==> src/rtl/i2c_master_arbiter_pkg.sv <==
// Shared definitions for the i2c_master round-robin arbiter: FSM encoding and
// command-byte field constants.
package i2c_master_arbiter_pkg;

    typedef enum logic [1:0] {
        StIdle     = 2'd0,
        StWaitBusy = 2'd1,
        StRunning  = 2'd2,
        StDone     = 2'd3
    } arb_state_e;

    localparam int unsigned I2C_RW_BIT = 0;
    localparam logic        I2C_READ   = 1'b1;
    localparam logic        I2C_WRITE  = 1'b0;

endpackage

==> src/rtl/i2c_master_arbiter_rr_arbiter.sv <==
// Combinational round-robin pick: first requester at or above ptr, wrapping
// modulo N_REQ. Outputs a one-hot winner and its index.
module i2c_master_arbiter_rr_arbiter #(
    parameter int unsigned N_REQ = 2
) (
    input  logic [N_REQ-1:0]         req,
    input  logic [$clog2(N_REQ)-1:0] ptr,
    output logic [N_REQ-1:0]         win_oh,
    output logic [$clog2(N_REQ)-1:0] win_idx
);

    localparam int unsigned IW = $clog2(N_REQ);

    always_comb begin
        logic [IW-1:0] idx;
        win_oh  = '0;
        win_idx = '0;
        idx     = '0;
        // Scan from farthest to nearest so the requester closest to ptr wins.
        for (int off = int'(N_REQ) - 1; off >= 0; off--) begin
            idx = IW'((32'(ptr) + 32'(off)) % N_REQ);
            if (req[idx]) begin
                win_oh      = '0;
                win_oh[idx] = 1'b1;
                win_idx     = idx;
            end
        end
    end

endmodule

==> src/rtl/i2c_master_arbiter.sv <==
// Round-robin sharing of one i2c_master among N_REQ requesters.
// Optional transaction timeout abort enabled by defining I2C_ARB_TIMEOUT_EN.
module i2c_master_arbiter
    import i2c_master_arbiter_pkg::*;
#(
    parameter int unsigned N_REQ        = 2,
    parameter int unsigned TIMEOUT_CLKS = 4096
) (
    input  logic               clk,
    input  logic               rst,
    input  logic [N_REQ-1:0]   req,
    input  logic [8*N_REQ-1:0] req_cmd,
    input  logic [8*N_REQ-1:0] req_wdata,
    output logic [N_REQ-1:0]   gnt,
    output logic [N_REQ-1:0]   done,
    output logic [7:0]         rdata,
    output logic               rdata_vld,
    output logic               err,
    output logic               idle,
    output logic               m_en,
    output logic [7:0]         m_cmd,
    output logic [7:0]         m_wdata,
    input  logic               m_busy,
    input  logic               m_data_rdy,
    input  logic [7:0]         m_rdata
);

    localparam int unsigned IW = $clog2(N_REQ);

    arb_state_e       state_q, state_d;
    logic [N_REQ-1:0] gnt_q, gnt_d, done_q, done_d, win_oh;
    logic [IW-1:0]    ptr_q, ptr_d, widx_q, widx_d, win_idx;
    logic [7:0]       rdata_q, rdata_d, hold_q, hold_d;
    logic [7:0]       m_cmd_q, m_cmd_d, m_wdata_q, m_wdata_d;
    logic             rdata_vld_q, rdata_vld_d, err_q, err_d;
    logic             m_en_q, m_en_d, idle_q, idle_d;
    logic             is_read, timeout;

    i2c_master_arbiter_rr_arbiter #(
        .N_REQ (N_REQ)
    ) u_rr (
        .req     (req),
        .ptr     (ptr_q),
        .win_oh  (win_oh),
        .win_idx (win_idx)
    );

    assign is_read = (m_cmd_q[I2C_RW_BIT] != I2C_WRITE);

`ifdef I2C_ARB_TIMEOUT_EN
    localparam int unsigned CW = (TIMEOUT_CLKS > 1) ? $clog2(TIMEOUT_CLKS) : 1;
    logic [CW-1:0] cnt_q, cnt_d;

    // Held at zero in IDLE so it is clear on entry to WAIT_BUSY.
    always_comb begin
        cnt_d = cnt_q;
        if (state_q == StIdle) begin
            cnt_d = '0;
        end else if (state_q == StWaitBusy || state_q == StRunning) begin
            cnt_d = cnt_q + 1'b1;
        end
    end

    always_ff @(posedge clk or posedge rst) begin
        if (rst) cnt_q <= '0;
        else     cnt_q <= cnt_d;
    end

    assign timeout = (state_q == StWaitBusy || state_q == StRunning) &&
                     (cnt_q == CW'(TIMEOUT_CLKS - 1));
`else
    logic unused_timeout_clks;
    assign unused_timeout_clks = ^TIMEOUT_CLKS;
    assign timeout = 1'b0;
`endif

    always_ff @(posedge clk or posedge rst) begin
        if (rst) state_q <= StIdle;
        else     state_q <= state_d;
    end

    always_comb begin
        state_d = state_q;
        case (state_q)
            StIdle:     if (|req) state_d = StWaitBusy;
            StWaitBusy: begin
                if (timeout)     state_d = StDone;
                else if (m_busy) state_d = StRunning;
            end
            StRunning:  if (timeout || !m_busy) state_d = StDone;
            StDone:     state_d = StIdle;
            default:    state_d = StIdle;
        endcase
    end

    always_comb begin
        gnt_d       = gnt_q;
        done_d      = '0;
        rdata_d     = rdata_q;
        rdata_vld_d = 1'b0;
        err_d       = 1'b0;
        m_en_d      = m_en_q;
        m_cmd_d     = m_cmd_q;
        m_wdata_d   = m_wdata_q;
        ptr_d       = ptr_q;
        widx_d      = widx_q;
        hold_d      = hold_q;
        idle_d      = (state_d == StIdle);

        if (state_q == StIdle && |req) begin
            gnt_d     = win_oh;
            widx_d    = win_idx;
            m_cmd_d   = req_cmd[{win_idx, 3'b000} +: 8];
            m_wdata_d = req_wdata[{win_idx, 3'b000} +: 8];
            m_en_d    = 1'b1;
        end
        if (state_q == StWaitBusy && (timeout || m_busy)) m_en_d = 1'b0;
        if (state_q == StRunning && m_data_rdy && m_cmd_q[I2C_RW_BIT] == I2C_READ) begin
            hold_d = m_rdata;
        end
        // Completion outputs are registered on the edge entering DONE.
        if (state_q != StDone && state_d == StDone) begin
            done_d      = gnt_q;
            err_d       = timeout;
            rdata_vld_d = is_read && !timeout;
            if (is_read && !timeout) rdata_d = hold_d;
        end
        if (state_q == StDone) begin
            gnt_d = '0;
            ptr_d = (widx_q == IW'(N_REQ - 1)) ? '0 : widx_q + 1'b1;
        end
    end

    always_ff @(posedge clk or posedge rst) begin
        if (rst) begin
            gnt_q       <= '0;
            done_q      <= '0;
            rdata_q     <= '0;
            rdata_vld_q <= 1'b0;
            err_q       <= 1'b0;
            m_en_q      <= 1'b0;
            m_cmd_q     <= '0;
            m_wdata_q   <= '0;
            idle_q      <= 1'b1;
            ptr_q       <= '0;
            widx_q      <= '0;
            hold_q      <= '0;
        end else begin
            gnt_q       <= gnt_d;
            done_q      <= done_d;
            rdata_q     <= rdata_d;
            rdata_vld_q <= rdata_vld_d;
            err_q       <= err_d;
            m_en_q      <= m_en_d;
            m_cmd_q     <= m_cmd_d;
            m_wdata_q   <= m_wdata_d;
            idle_q      <= idle_d;
            ptr_q       <= ptr_d;
            widx_q      <= widx_d;
            hold_q      <= hold_d;
        end
    end

    assign gnt       = gnt_q;
    assign done      = done_q;
    assign rdata     = rdata_q;
    assign rdata_vld = rdata_vld_q;
    assign err       = err_q;
    assign idle      = idle_q;
    assign m_en      = m_en_q;
    assign m_cmd     = m_cmd_q;
    assign m_wdata   = m_wdata_q;

endmodule

==> config.mk <==
export PLATFORM = sky130hd
export DESIGN_NAME = i2c_master_arbiter
export DESIGN_NICKNAME = d
export VERILOG_FILES = /design/src/rtl/i2c_master_arbiter_pkg.sv /design/src/rtl/i2c_master_arbiter_rr_arbiter.sv /design/src/rtl/i2c_master_arbiter.sv
export SDC_FILE = /design/constraint.sdc
export NUM_CORES = 1
export LEC_CHECK = 0
export ABC_AREA = 1
export BUFFER_PORTS_ARGS = -buffer_cell sky130_fd_sc_hd__buf_2
export CELL_PAD_IN_SITES_DETAIL_PLACEMENT = 0
export CELL_PAD_IN_SITES_GLOBAL_PLACEMENT = 1
export CORE_ASPECT_RATIO = 2
export CORE_UTILIZATION = 30
export CTS_BUF_LIST = sky130_fd_sc_hd__clkbuf_8 sky130_fd_sc_hd__clkbuf_16
export DETAILED_ROUTE_END_ITERATION = 16
export HOLD_SLACK_MARGIN = 0.02
export PLACE_DENSITY = 0.68
export SLEW_MARGIN = 25
export SYNTH_ARGS = -nofsm -noshare
export SYNTH_HDL_FRONTEND = slang
export SYNTH_SLANG_ARGS = --single-unit
export TNS_END_PERCENT = 20
==> constraint.sdc <==
create_clock -name clk -period 3.4 [get_ports clk]
set_clock_uncertainty 0.2 [all_clocks]
set_input_delay 0 -clock clk [delete_from_list [all_inputs] [get_ports clk]]
set_output_delay 0 -clock clk [all_outputs]
set_load 0.01 [all_outputs]
# Word-level counts from Yosys, hierarchy flattened
# Index checks and enable logic that the tools add are counted.
# Widths: inputs -> output; s select.
op_classes:
  n_reduce_logical: 13
  addsub: 2
  mux: 24
  n_bitwise: 0
  mul: 0
  n_div: 0
  n_eq_ne: 5
  order_cmp: 4
  n_shift: 2
op_table:
  columns: ["operator", "count"]
  rows:
  - ["$shiftx 16x5->8", 2]
  - ["$mux 2", 8]
  - ["$mux 1", 12]
  - ["$mux 8", 1]
  - ["$pmux 2 s4", 1]
  - ["$logic_and 1x1->1", 7]
  - ["$eq 2x2->1 const B", 3]
  - ["$logic_not 2->1", 2]
  - ["$lt 1x2->1 const B", 2]
  - ["$reduce_bool 2->1", 2]
  - ["$add 1x1->1 const B", 2]
  - ["$demux 1 s1", 2]
  - ["$eq 2x1->1 const B", 1]
  - ["$ge 1x1->1 const B", 2]
  - ["$ne 2x2->1 const B", 1]
  - ["$reduce_and 2->1", 1]
  - ["$reduce_or 2->1", 1]
word_totals:
  ram_bits: 0
  mem_count: 0
  reg_bits: 43
  word_cells: 62
  in_bits: 46
  rom_bits: 0
  latch_bits: 0

# Longest topological paths before layout
# Gate-level depths: netlist (run 1).
depth:
  word_depth: 9
  ltp_mapped: 7

# Cells and area by module
# Synthesis (run 1) repeated with hierarchy kept, for this count alone.
unflattened:
  hier_cells: 255
  hier_area_um2: 2021.9
modules_own_cells:
  columns: ["module", "instances", "area_each_um2", "cells_each", "seq_area_each_um2"]
  rows:
  - ["i2c_master_arbiter", 1, 1986.9, 250, 1077.3]
  - ["i2c_master_arbiter_rr_arbiter", 1, 35.0, 5, 0.0]

# Least setup slack after synthesis (run 1)
# OpenSTA, ideal clock, no wires.
synth_path:
  kind: "reg-to-reg"
  from: "register m_cmd_q[0] (netlist: m_cmd[0])"
  to: "register hold_q[0]"
  synth_period_minus_slack_ps: 1357
  setup_slack_ps: 2043
  required_ps: 3081
  stages_incl_launch_ff: 6
  setup_time_ps: 119
  arrival_ps: 1038
  path_cell_list: "dfrtp_1 -> nand2_1 -> clkinv_1 -> nand2_4 -> nand2_1 -> and2_1"
synth_between:
  elab_chain_len: 2
synth_rtl:
  columns: ["item", "line_no", "rtl"]
  rows:
  - ["from (decl)", "i2c_master_arbiter.sv:34", "logic [7:0] m_cmd_q, m_cmd_d, m_wdata_q, m_wdata_d;"]
  - ["from (signal assigned)", "i2c_master_arbiter.sv:155", "m_cmd_q <= m_cmd_d;"]
  - ["$logic_and 1x1->1", "i2c_master_arbiter.sv:118", "if (state_q == StRunning && m_data_rdy && m_cmd_q[I2C_RW_BIT] == I2C_READ) begin"]
  - ["$mux 8", "i2c_master_arbiter.sv:118", null]
  - ["named net hold_d[0]", "i2c_master_arbiter.sv:33", "logic [7:0] rdata_q, rdata_d, hold_q, hold_d;"]
  - ["to (signal assigned)", "i2c_master_arbiter.sv:160", "hold_q <= hold_d;"]
  - ["to (decl)", "i2c_master_arbiter.sv:33", null]
# The timed path passes the listed nets, and every way through them passes these cells.
# A chain may end at the register's enable or synchronous reset.

# Worst setup path after layout (run 1)
layout_path:
  from: "register state_q[0]"
  to: "register m_cmd_q[4] (netlist: m_cmd[4])"
layout_between:
  elab_chain_len: 2
layout_rtl:
  columns: ["item", "line_no", "rtl"]
  rows:
  - ["from (decl)", "i2c_master_arbiter.sv:30", "arb_state_e state_q, state_d;"]
  - ["from (signal assigned)", "i2c_master_arbiter.sv:78", "if (rst) state_q <= StIdle;"]
  - ["from (signal assigned)", "i2c_master_arbiter.sv:79", "else state_q <= state_d;"]
  - ["$logic_not 2->1", "i2c_master_arbiter.sv:110", "if (state_q == StIdle && |req) begin"]
  - ["$logic_and 1x1->1", "i2c_master_arbiter.sv:110", null]
# Every way passes these cells.

==> results of run 1 <==
[metrics by stage]
stage | utilization (%) | hold WS [ns]
finish | 45.82 | 0.04458
global route | 45.82 | 0.09998
CTS | 45.80 | 0.04852
detailed placement | 36.99 | 0.06744
global placement | 36.99 | 0.06182
floorplan | - | -0.05185
[registers in the layout, summed over array words and instances, names as in the netlist]
name,cells
widx_q,1
ptr_q,1
gnt,2
m_en,1
m_wdata,8
rdata_vld,1
rdata,8
m_cmd,8
hold_q,8
done,2
idle,1
state_q,2
[worst register-to-register path: stages (launching register included)]
cell and delay [ns]:
dfrtp_1 0.58, nor2_4 0.10, o21ai_4 0.23, clkinv_2 0.39
nand3_1 0.19, dlygate4sd3_1 0.57, nand2_1 0.05
[routing by layer]
metal	vias up	wire [um]
met5	-	0
met4	0	102
met3	8	195
met2	54	2991
met1	945	1968
li1	1030	-
[layout make-up]
class,count,area [um^2],area share (%)
inverters,59,226.5,7.177
multi-input cells,159,752.0,23.83
clock buffers,7,152.6,4.837
well taps,90,112.6,3.569
flip-flops and latches,43,1077,34.14
clock inverters,1,3.754,0.1190
repair buffers,121,830.8,26.33
[synthesized netlist by cell type]
cell type | instances | area [um^2]
nor2_1 | 3 | 11.26
buf_6 | 3 | 33.78
clkinv_1 | 1 | 3.750
dfrtp_1 | 42 | 1051
nand2_1 | 98 | 367.9
clkinv_2 | 1 | 5.000
and2_1 | 8 | 50.05
inv_4 | 1 | 6.260
o21ai_4 | 2 | 32.53
nor2_4 | 2 | 22.52
nand2_4 | 1 | 11.26
inv_1 | 53 | 198.9
nor2_8 | 1 | 20.02
o21ai_1 | 1 | 5.000
nand3_2 | 3 | 30.03
o21ai_0 | 3 | 15.01
dfstp_2 | 1 | 26.28
conb_1 | 1 | 3.750
inv_2 | 3 | 11.26
nand2_2 | 2 | 12.51
nand3_1 | 34 | 170.2
buf_4 | 3 | 22.52
buf_8 | 1 | 15.01
[cell families after synthesis]
family,count (synthesis),synth area share [%]
other cells,1,0.1764
simple gates,152,32.72
buf+inv,66,13.95
flops,43,50.68
compound gates,6,2.472
[how the worst min path moves through the flow]
stage	slack [ns]	cells after the start	end
floorplan	-0.05	2	gnt[0]
global placement	0.06	2	rdata[0]
detailed placement	0.07	2	rdata[0]
CTS	0.05	4	m_wdata[4]
global route	0.1	4	m_cmd[3]
finish	0.04	4	m_cmd[6]
[power by group through the flow]
stage / clock network (mW) / registers (mW) / logic [mW]
finish: 0.495 / 0.899 / 0.967
global route: 0.526 / 0.930 / 1.11
CTS: 0.505 / 0.904 / 0.982
detailed placement: 0 / 0.908 / 0.860
global placement: 0 / 0.904 / 0.849
floorplan: 0 / 0.949 / 0.543
[timing repair]
| item | CTS | global route |
|---|---|---|
| hold buffers | 45 | 0 |
| resized for setup | 0 | 0 |
| setup endpoints to repair | 0 | 0 |
| hold endpoints to repair | 82 | 0 |
==> impl_summary.log, run 1 <==
INFO  metric run_status = finished clean
INFO  metric numCtsBuffers = 5
INFO  metric layout.cells.most_common_list = nand2_1 (98), buf_2 (76), inv_1 (53), dlygate4sd3_1 (45), dfrtp_1 (42)
INFO  metric use_met2 = 29.10%
INFO  metric h-tree-depth = 2
INFO  metric timing.hold.worst.class = in -> reg
INFO  metric timing.rr.start = state_q[0]
INFO  metric finalSetupViolations = 0
INFO  metric total_power = about 2.4 mW
INFO  metric final_cells = 480
INFO  metric sequentialPowerShare = between 30% and 40%
INFO  metric die_h = between 100 and 150 um
INFO  metric critPathRequiredTime = 3.37 ns
INFO  metric slew_margin_rel = about half
INFO  metric groute.layer.met1.usage = 16.53%
INFO  metric finish.instance_area = roughly 3200 um^2
INFO  metric switchingPower = a little under 900 uW
INFO  metric initial_utilization = 30.87%
INFO  metric synth.yosys.seq_area_share = roughly half
INFO  metric clkPwrFrac = a little over a fifth
INFO  metric post-route-period-util = between 70% and 80%
INFO  metric antennaDiodeCount = 0
INFO  metric synth_cells = between 200 and 300
INFO  metric gr-usage-all-layers = 15.69%
INFO  metric core.rowCount = 43
INFO  metric syn-cell-area = 2126 um^2
INFO  metric setup_repair_after_global_routing_missed_its_margin = false
INFO  metric yosys_warnings = 0
INFO  metric cp.depth = 6
INFO  metric timing_worst_slew_pin_value = approximately 0.76 ns
INFO  metric tritoncts_num_sinks = 43
INFO  metric min_period = 2.409 ns
INFO  metric power_density = 748.3 nW/um^2
INFO  metric detail_route.iter0.violations = 82
INFO  metric path_buf_inv = 2
INFO  metric crit_path_end = m_cmd[4]
INFO  metric number_of_cells_after_detailed_placement = ~430
INFO  metric cp_slowest_stage_delay = slightly below 0.6 ns
INFO  metric detailedPlacementHpwl = 3674 um
INFO  metric slowest_stage = dfrtp_1
INFO  metric maximum_number_of_buffers_from_clock_root_to_sink = 2
INFO  metric worst_slack_after_detailed_placement = roughly 1.5 ns
INFO  metric worstSetupPathType = reg -> reg
INFO  metric crit_path_cell_trace = nor2_4 > o21ai_4 > clkinv_2 > nand3_1 > dlygate4sd3_1 > nand2_1
INFO  metric final_wirelength = 5257 um
INFO  metric grt-busiest-layer = met2
INFO  metric post_cts_buffers = 0
INFO  metric yosys_register_bits = 43
INFO  metric drv_slew = 0
INFO  metric vias_in_the_first_global_route = between 2,000 and 2,500
INFO  metric layout.cells.most_common = nand2_1
INFO  metric route.antenna.remaining_nets = 0
INFO  metric routabilityCongestion = between 0.6 and 0.7
INFO  metric critPathTopFamily = buffers and inverters
INFO  metric gr-total-overflow = 0
INFO  metric global_route_track_usage_on_met3 = under 10%
INFO  metric rr_worst_depth = 6
INFO  metric area_growth = 48.44%
INFO  metric drive_gt1_share = between 20% and 30%
INFO  metric floorplan.die_area = about 7400 um^2
INFO  metric netSwitchingFraction = a little over a third
INFO  metric dpl_cell_area = 2547 um^2
INFO  metric insertion_delay = approximately 0.28 ns
INFO  metric number_of_nets_at_the_end_of_the_flow = roughly 440
INFO  metric detailroute.via_count = between 2,000 and 2,500
INFO  metric cp-start-kind = flip-flop
INFO  metric grt_first_pass_wirelength = roughly 8700 um
INFO  metric drc = 0
INFO  metric clockRootBuffer = clkbuf_16
INFO  metric final.setup.tns = 0 ns
INFO  metric hold_violations = 0
INFO  metric timing.fmax = about 0.42 GHz
INFO  metric timing.critical_path.from = state_q[0]
INFO  metric p_int = roughly 1.5 mW
INFO  metric number_of_distinct_library_cells_after_synthesis = 23
INFO  metric finalWorstSetupSlack = between 0.9 and 1 ns
INFO  metric crit-reg2reg-capture = m_cmd[4]
INFO  metric detail_route.vias_per_cell = 4.244
INFO  metric timing.critical_path.arrival = around 2.4 ns
INFO  metric chipWidth = just over 60 um
INFO  metric clkSlewWorstSetupHoldPaths = around 0.06 ns
INFO  metric max-vdd-ir-drop = between 0.0002 and 0.0003 V
INFO  metric cts_tree = built
INFO  metric design.core.area = between 6000 and 7000 um^2
INFO  metric avgRoutedWirePerCell = 10.95 um
INFO  metric placement.io_buffers = 76
INFO  metric hold_start = req[1]
INFO  metric syn-mean-instance-area = 7.932 um^2
INFO  metric worst_setup_path_end_kind = flip-flop
INFO  metric r2r_slack = between 0.9 and 1 ns
INFO  metric first_pass_iters = 4
INFO  metric grt_max_degree = 44
INFO  metric timing.critical_path.fanout_max = 21
INFO  metric fillCellCount = about 760
INFO  metric pin_count = 78
INFO  metric power.static_leakage = approximately 1.8 nW
INFO  metric grt_antenna_before_repair = 0
INFO  metric postSynthNetCount = around 310
INFO  metric max_cap_viol_count = 0
INFO  metric share_comb_of_total_power = between 40% and 50%
Power figures use the tool's default switching activity.
==> run 2: changes to the inputs <==
--- a/config.mk
+++ b/config.mk
@@ -5,7 +5,7 @@
 export SDC_FILE = /design/constraint.sdc
 export NUM_CORES = 1
 export LEC_CHECK = 0
-export ABC_AREA = 1
+export ABC_AREA = 0
 export BUFFER_PORTS_ARGS = -buffer_cell sky130_fd_sc_hd__buf_2
 export CELL_PAD_IN_SITES_DETAIL_PLACEMENT = 0
 export CELL_PAD_IN_SITES_GLOBAL_PLACEMENT = 1
@@ -14,7 +14,7 @@
 export CTS_BUF_LIST = sky130_fd_sc_hd__clkbuf_8 sky130_fd_sc_hd__clkbuf_16
 export DETAILED_ROUTE_END_ITERATION = 16
 export HOLD_SLACK_MARGIN = 0.02
-export PLACE_DENSITY = 0.68
+export PLACE_DENSITY = 0.69
 export SLEW_MARGIN = 25
 export SYNTH_ARGS = -nofsm -noshare
 export SYNTH_HDL_FRONTEND = slang
==> constraint.sdc (replaced) <==
create_clock -name clk -period 2.08 [get_ports clk]
set_clock_uncertainty 0.2 [all_clocks]
set_input_delay 0 -clock clk [delete_from_list [all_inputs] [get_ports clk]]
set_output_delay 0 -clock clk [all_outputs]
set_load 0.01 [all_outputs]
==> impl_summary.log, run 2 <==
INFO  metric routabilityCongestion = around 0.77
INFO  metric drv_slew = 0
INFO  metric synth_enable_flop_cells = 0
INFO  metric clkSlewWorstSetupHoldPaths = around 0.060 ns
INFO  metric slew_margin_rel = a little over half
INFO  metric power_density = ~1400 nW/um^2
INFO  metric final_wirelength = 5559 um
INFO  metric hold_violations = 0
INFO  metric timing_worst_slew_pin_value = about 0.69 ns
INFO  metric design.core.area = approximately 6300 um^2
INFO  metric postSynthNetCount = about 240
INFO  metric detailroute.via_count = 1,887
INFO  metric number_of_nets_at_the_end_of_the_flow = 358
INFO  metric synthDominantCellAreaShare = 53.78%
INFO  metric worst_setup_path_end_kind = flip-flop
INFO  metric initial_utilization = between 30% and 40%
INFO  metric detailedPlacementHpwl = between 3000 and 4000 um
INFO  metric antennaDiodeCount = 0
INFO  metric numCtsBuffers = 5
INFO  metric grt_antenna_before_repair = 0
INFO  metric timing.critical_path.arrival = ~1.9 ns
INFO  metric floorplan.die_area = approximately 6900 um^2
INFO  metric detail_route.vias_per_cell = 4.729
INFO  metric synthXorXnorAreaFrac = 0%
INFO  metric max-vdd-ir-drop = approximately 0.00057 V
INFO  metric run_status = finished clean
INFO  metric tritoncts_num_sinks = 43
INFO  metric first_pass_iters = 4
INFO  metric setup_repair_after_global_routing_missed_its_margin = false
INFO  metric detail_route.iter0.violations = 83
INFO  metric placement.io_buffers = 76
INFO  metric grt_max_degree = 35
INFO  metric timing.critical_path.fanout_max = 16
INFO  metric max_cap_viol_count = 0
INFO  metric synth.yosys.seq_area_share = a little under three fifths
INFO  metric min_period = between 1.5 and 2 ns
INFO  metric postSynth.asyncResetShare = 100.0%
INFO  metric worstSetupPathType = reg -> reg
INFO  metric timing.fmax = just over 0.5 GHz
INFO  metric worst_slack_after_detailed_placement = between 0.5 and 0.6 ns
INFO  metric gr-usage-all-layers = between 15 and 20%
INFO  metric core.rowCount = just over 40
INFO  metric critPathRequiredTime = roughly 2.1 ns
INFO  metric grt_first_pass_wirelength = between 8000 and 9000 um
INFO  metric clockRootBuffer = clkbuf_16
INFO  metric layout.cells.most_common_list = buf_2 (76), dlygate4sd3_1 (47), dfrtp_1 (42), a21oi_1 (24), o21ai_0 (19)
INFO  metric drc = 0
INFO  metric synth_cells = 190
INFO  metric yosys_register_bits = 43
INFO  metric h-tree-depth = 2
INFO  metric finalWorstSetupSlack = 0.1086 ns
INFO  metric number_of_distinct_library_cells_after_synthesis = 31
INFO  metric synth_compound_area_share = 17.93%
INFO  metric post-route-period-util = 94.78%
INFO  metric finalSetupViolations = 0
INFO  metric syn-cell-area = 1954 um^2
INFO  metric area_growth = 57.75%
INFO  metric synthAdderAreaFrac = 0%
INFO  metric cp-start-kind = flip-flop
INFO  metric avgRoutedWirePerCell = 13.93 um
INFO  metric die_h = about 120 um
INFO  metric insertion_delay = ~0.28 ns
INFO  metric post-synth-top-area-cell = dfrtp_1
INFO  metric chipWidth = between 50 and 60 um
INFO  metric dominant_combinational_cell_family_by_area_after_synthesis = compound AO/OA/AOI/OAI gates
INFO  metric route.antenna.remaining_nets = 0
INFO  metric gr-total-overflow = 0
INFO  metric maximum_number_of_buffers_from_clock_root_to_sink = 2
INFO  metric synthMostInstantiatedCell = dfrtp_1
INFO  metric layout.cells.most_common = buf_2
INFO  metric final.setup.tns = 0 ns
INFO  metric power.static_leakage = about 1.4 nW
INFO  metric timing.hold.worst.class = in -> reg
INFO  metric synth_simple_gate_area_share = roughly 13%
INFO  metric synth.mux.area_fraction = 8.707%
INFO  metric vias_in_the_first_global_route = between 1,500 and 2,000
INFO  metric yosys_warnings = 0
INFO  metric syn-mean-instance-area = between 10 and 15 um^2
INFO  metric synthTopCellsByCount = dfrtp_1 (42), a21oi_1 (24), o21ai_0 (19)
INFO  metric drive_gt1_share = approximately 34%
INFO  metric ys_top_cells_by_area = dfrtp_1 (54%), a21oi_1 (6.1%), a31oi_1 (5.1%)
INFO  metric synth_top_flop_cell = dfrtp_1
INFO  metric pin_count = roughly 80
INFO  metric cts_tree = built
-- run 2: cell types whose count changed after synthesis, moves of 9 or more --
| cell | delta |
|---|---|
| nand2_1 | -90 |
| inv_1 | -50 |
| a21oi_1 | +24 |
| nand3_1 | -18 |
| a31oi_1 | +16 |
| o21ai_0 | +16 |
| nor2_1 | +9 |
-- run 2: layout make-up --
cell class                 count  area, um^2
tap                           86       107.6
clock buffer                   5       125.1
inverter                       3       11.26
timing repair buffer         129       899.6
fill                         625        3227
clock inverter                 3       67.56
multi-input combinational    130       794.5
sequential                    43        1077
-- run 2: timing repair --
action,CTS,global route
endpoints found under the setup margin,0,15
resized for setup,0,4
buffers inserted,0,1
hold buffers,47,0
endpoints found under the hold margin,71,0
-- run 2: critical path: stages (launching register included) --
cell and delay (ns):
dfrtp_1 0.41, or2b_2 0.45, nand3_1 0.13, a31oi_1 0.08
dlygate4sd3_1 0.57
-- run 2: path summary, 6_finish.rpt --
check | slack [ns] | startpoint | cells after the start | end
max in group asynchronous | 0.90 | rst | 4 | m_cmd[7]
worst min register to register | 0.27 | widx_q | 1 | ptr_q
worst min-delay path | 0.13 | req[1] | 4 | gnt[0]
worst max register to register | 0.11 | ptr_q | 4 | m_wdata[5]
min in group asynchronous | 0.17 | rst | 3 | done[0]
worst max-delay path | 0.11 | ptr_q | 4 | m_wdata[5]
-- run 2: metrics by stage --
| step | instance area (um^2) | instances | hold WS (ns) | power [mW] | util (%) |
|---|---|---|---|---|---|
| 6_report | 3083 | 399 | 0.1348 | 4.311 | 48.86 |
| 5_1_grt | 3083 | 399 | 0.1845 | 4.617 | 48.86 |
| 4_1_cts | 3055 | 397 | 0.08888 | 4.278 | 48.42 |
| 3_5_place_dp | 2392 | 342 | -0.03891 | 2.935 | 37.91 |
| 3_3_place_gp | 2392 | 342 | -0.04096 | 2.906 | 37.91 |
| 2_1_floorplan | 1954 | 190 | -0.09232 | 2.422 | - |
-- run 2: routing by layer --
layer / share of wire, % / track usage [%]
met1: 37 / 17.71
met2: 57 / 30.91
met3: 2.5 / 1.993
met4: 3.0 / 8.730
met5: 0 / 0
-- run 2: logic make-up (layout without fill, tap and decap cells) --
logic type | Yosys count | after routing
AOI/OAI and AO/OA | 63 | 63
and+or+nand+nor | 49 | 50
DFF | 43 | 43
buffers and inverters | 18 | 140
muxes | 16 | 16
other | 1 | 1
-- run 2: power breakdown --
part	leakage [nW]	switching, mW	internal (mW)
registers	0.504	0.259	1.24
logic	0.830	0.843	0.948
clock network	0.0900	0.329	0.688
==> run 3: changes to the inputs <==
--- a/config.mk
+++ b/config.mk
@@ -6,12 +6,13 @@
 export NUM_CORES = 1
 export LEC_CHECK = 0
 export ABC_AREA = 0
-export BUFFER_PORTS_ARGS = -buffer_cell sky130_fd_sc_hd__buf_2
+export BUFFER_PORTS_ARGS = -buffer_cell sky130_fd_sc_hd__clkbuf_2
 export CELL_PAD_IN_SITES_DETAIL_PLACEMENT = 0
 export CELL_PAD_IN_SITES_GLOBAL_PLACEMENT = 1
 export CORE_ASPECT_RATIO = 2
 export CORE_UTILIZATION = 30
 export CTS_BUF_LIST = sky130_fd_sc_hd__clkbuf_8 sky130_fd_sc_hd__clkbuf_16
+export CTS_CLUSTER_SIZE = 10
 export DETAILED_ROUTE_END_ITERATION = 16
 export HOLD_SLACK_MARGIN = 0.02
 export PLACE_DENSITY = 0.69
==> impl_summary.log, run 3 (synthesized netlist as in run 2, its figures left out) <==
INFO  metric first_pass_iters = 4
INFO  metric placement.io_buffers = 76
INFO  metric finalSetupViolations = 0
INFO  metric chipWidth = 59.07 um
INFO  metric insertion_delay = ~0.28 ns
INFO  metric area_growth = 54.74%
INFO  metric drc = 0
INFO  metric core.rowCount = between 40 and 50
INFO  metric worst_setup_path_end_kind = flip-flop
INFO  metric final.setup.tns = 0 ns
INFO  metric rr_worst_depth = 4
INFO  metric worstSetupPathType = reg -> reg
INFO  metric critPathRequiredTime = between 2 and 2.5 ns
INFO  metric detail_route.iter0.violations = between 60 and 70
INFO  metric r2r_slack = 0.29 ns
INFO  metric crit-reg2reg-capture = state_q[0]
INFO  metric slew_margin_rel = about three fifths
INFO  metric post-route-period-util = a little under nine tenths
INFO  metric detailroute.via_count = around 1,900
INFO  metric final_wirelength = 5613 um
INFO  metric run_status = finished clean
INFO  metric timing.hold.worst.class = in -> async
INFO  metric number_of_nets_at_the_end_of_the_flow = between 300 and 400
INFO  metric cts_resized = 0
INFO  metric layout.cells.most_common = clkbuf_2
INFO  metric timing.critical_path.fanout_max = 8
INFO  metric design.core.area = around 6300 um^2
INFO  metric clkSlewWorstSetupHoldPaths = 0.06 ns
INFO  metric timing.critical_path.arrival = ~1.8 ns
INFO  metric die_h = 116.1 um
INFO  metric timing.fmax = between 0.5 and 0.6 GHz
INFO  metric detailedPlacementHpwl = 3779 um
INFO  metric drv_slew = 0
INFO  metric gr-usage-all-layers = about 18%
INFO  metric fin_util = a little under half
INFO  metric min_period = 1.791 ns
INFO  metric route.antenna.remaining_nets = 0
INFO  metric avgRoutedWirePerCell = 14.17 um
INFO  metric routabilityCongestion = 0.7703
INFO  metric crit_path_end = state_q[0]
INFO  metric max_cap_viol_count = 0
INFO  metric maximum_number_of_buffers_from_clock_root_to_sink = 2
INFO  metric max-vdd-ir-drop = between 0.0005 and 0.0006 V
INFO  metric vias_in_the_first_global_route = 1,988
INFO  metric postCtsHoldBufs = 45
INFO  metric grt_max_degree = 21
INFO  metric timing.rr.start = state_q[1]
INFO  metric cts_tree = built
INFO  metric grt_antenna_before_repair = 0
INFO  metric clockRootBuffer = clkbuf_16
INFO  metric tritoncts_num_sinks = 43
INFO  metric h-tree-depth = 2
INFO  metric post_cts_buffers = 0
INFO  metric cp-start-kind = flip-flop
INFO  metric power_density = 1290 nW/um^2
INFO  metric grt_first_pass_wirelength = approximately 9200 um
INFO  metric pin_count = around 80
INFO  metric detail_route.vias_per_cell = between 4 and 5
INFO  metric initial_utilization = between 30% and 40%
INFO  metric timing.critical_path.from = state_q[1]
INFO  metric antennaDiodeCount = 0
INFO  metric hold_violations = 0
INFO  metric drive_gt1_share = about 33%
INFO  metric final-seq-area = 1077 um^2
INFO  metric fillCellCount = 645
INFO  metric numCtsBuffers = 5
INFO  metric multiInputGateArea = ~800 um^2
INFO  metric timing_worst_slew_pin_value = approximately 0.62 ns
INFO  metric gr-total-overflow = 0
INFO  metric setup_repair_after_global_routing_missed_its_margin = false
INFO  metric floorplan.die_area = ~6900 um^2
INFO  metric power.static_leakage = 1.432 nW
INFO  metric layout.cells.most_common_list = clkbuf_2 (76), dlygate4sd3_1 (45), dfrtp_1 (42), a21oi_1 (24), o21ai_0 (19)
## run 3: cell types whose count changed in the layout (fill, tap and decap cells not counted), sizes merged
cell	change
clkbuf	+77
buf	-76
dlygate4sd3	-2
and2	-1
bufinv	-1
clkinv	+1
clkinvlp	-1
## run 3: worst min-delay path by stage
stage,slack (ns),endpoint,start,depth (start not counted)
2_1_floorplan,-0.09,state_q[0],m_busy,1
3_3_place_gp,-0.23,done[0],rst,2
3_5_place_dp,-0.23,done[0],rst,2
4_1_cts,0.03,done[0],rst,3
5_1_grt,0.05,done[0],rst,3
6_report,0.01,ptr_q,rst,3
## run 3: through the flow
stage / cell area [um^2] / hold slack [ns] / instances / setup slack (ns) / power [mW]
floorplan: 1954 / -0.09232 / 190 / 0.6343 / 2.422
global placement: 2400 / -0.2290 / 343 / 0.5509 / 2.918
detailed placement: 2400 / -0.2311 / 343 / 0.5157 / 2.952
CTS: 3024 / 0.02821 / 396 / 0.2903 / 3.949
global route: 3024 / 0.05126 / 396 / 0.1643 / 4.193
finish: 3024 / 0.01397 / 396 / 0.2895 / 3.902
## run 3: final cells by class
cell class / count / share of cell area, %
sequential: 43 / 35.62
tap: 86 / 3.558
inverter: 3 / 0.3724
clock buffer: 6 / 4.592
multi-input combinational: 129 / 25.73
clock inverter: 2 / 1.158
timing repair buffer: 127 / 28.96
## run 3: where the power goes
group | switching, mW | internal, mW | total (mW) | leakage, nW
registers | 0.256 | 1.25 | 1.50 | 0.504
clock network | 0.307 | 0.597 | 0.904 | 0.0868
logic | 0.796 | 0.701 | 1.50 | 0.842
total | 1.36 | 2.54 | 3.90 | 1.43
## run 3: layer usage
layer | GRT usage (%) | vias up | share of wire [%]
met3 | 1.993 | 10 | 2.6
met4 | 6.190 | 0 | 2.0
li1 | - | 914 | -
met2 | 35.08 | 55 | 59
met1 | 18.19 | 934 | 37
met5 | 0 | - | 0
## run 3: critical path, stage by stage, from the launching register on
cell,delay (ns)
dfrtp_1,0.44
nor2_1,0.28
nand2_1,0.15
o21ai_0,0.10
dlygate4sd3_1,0.56
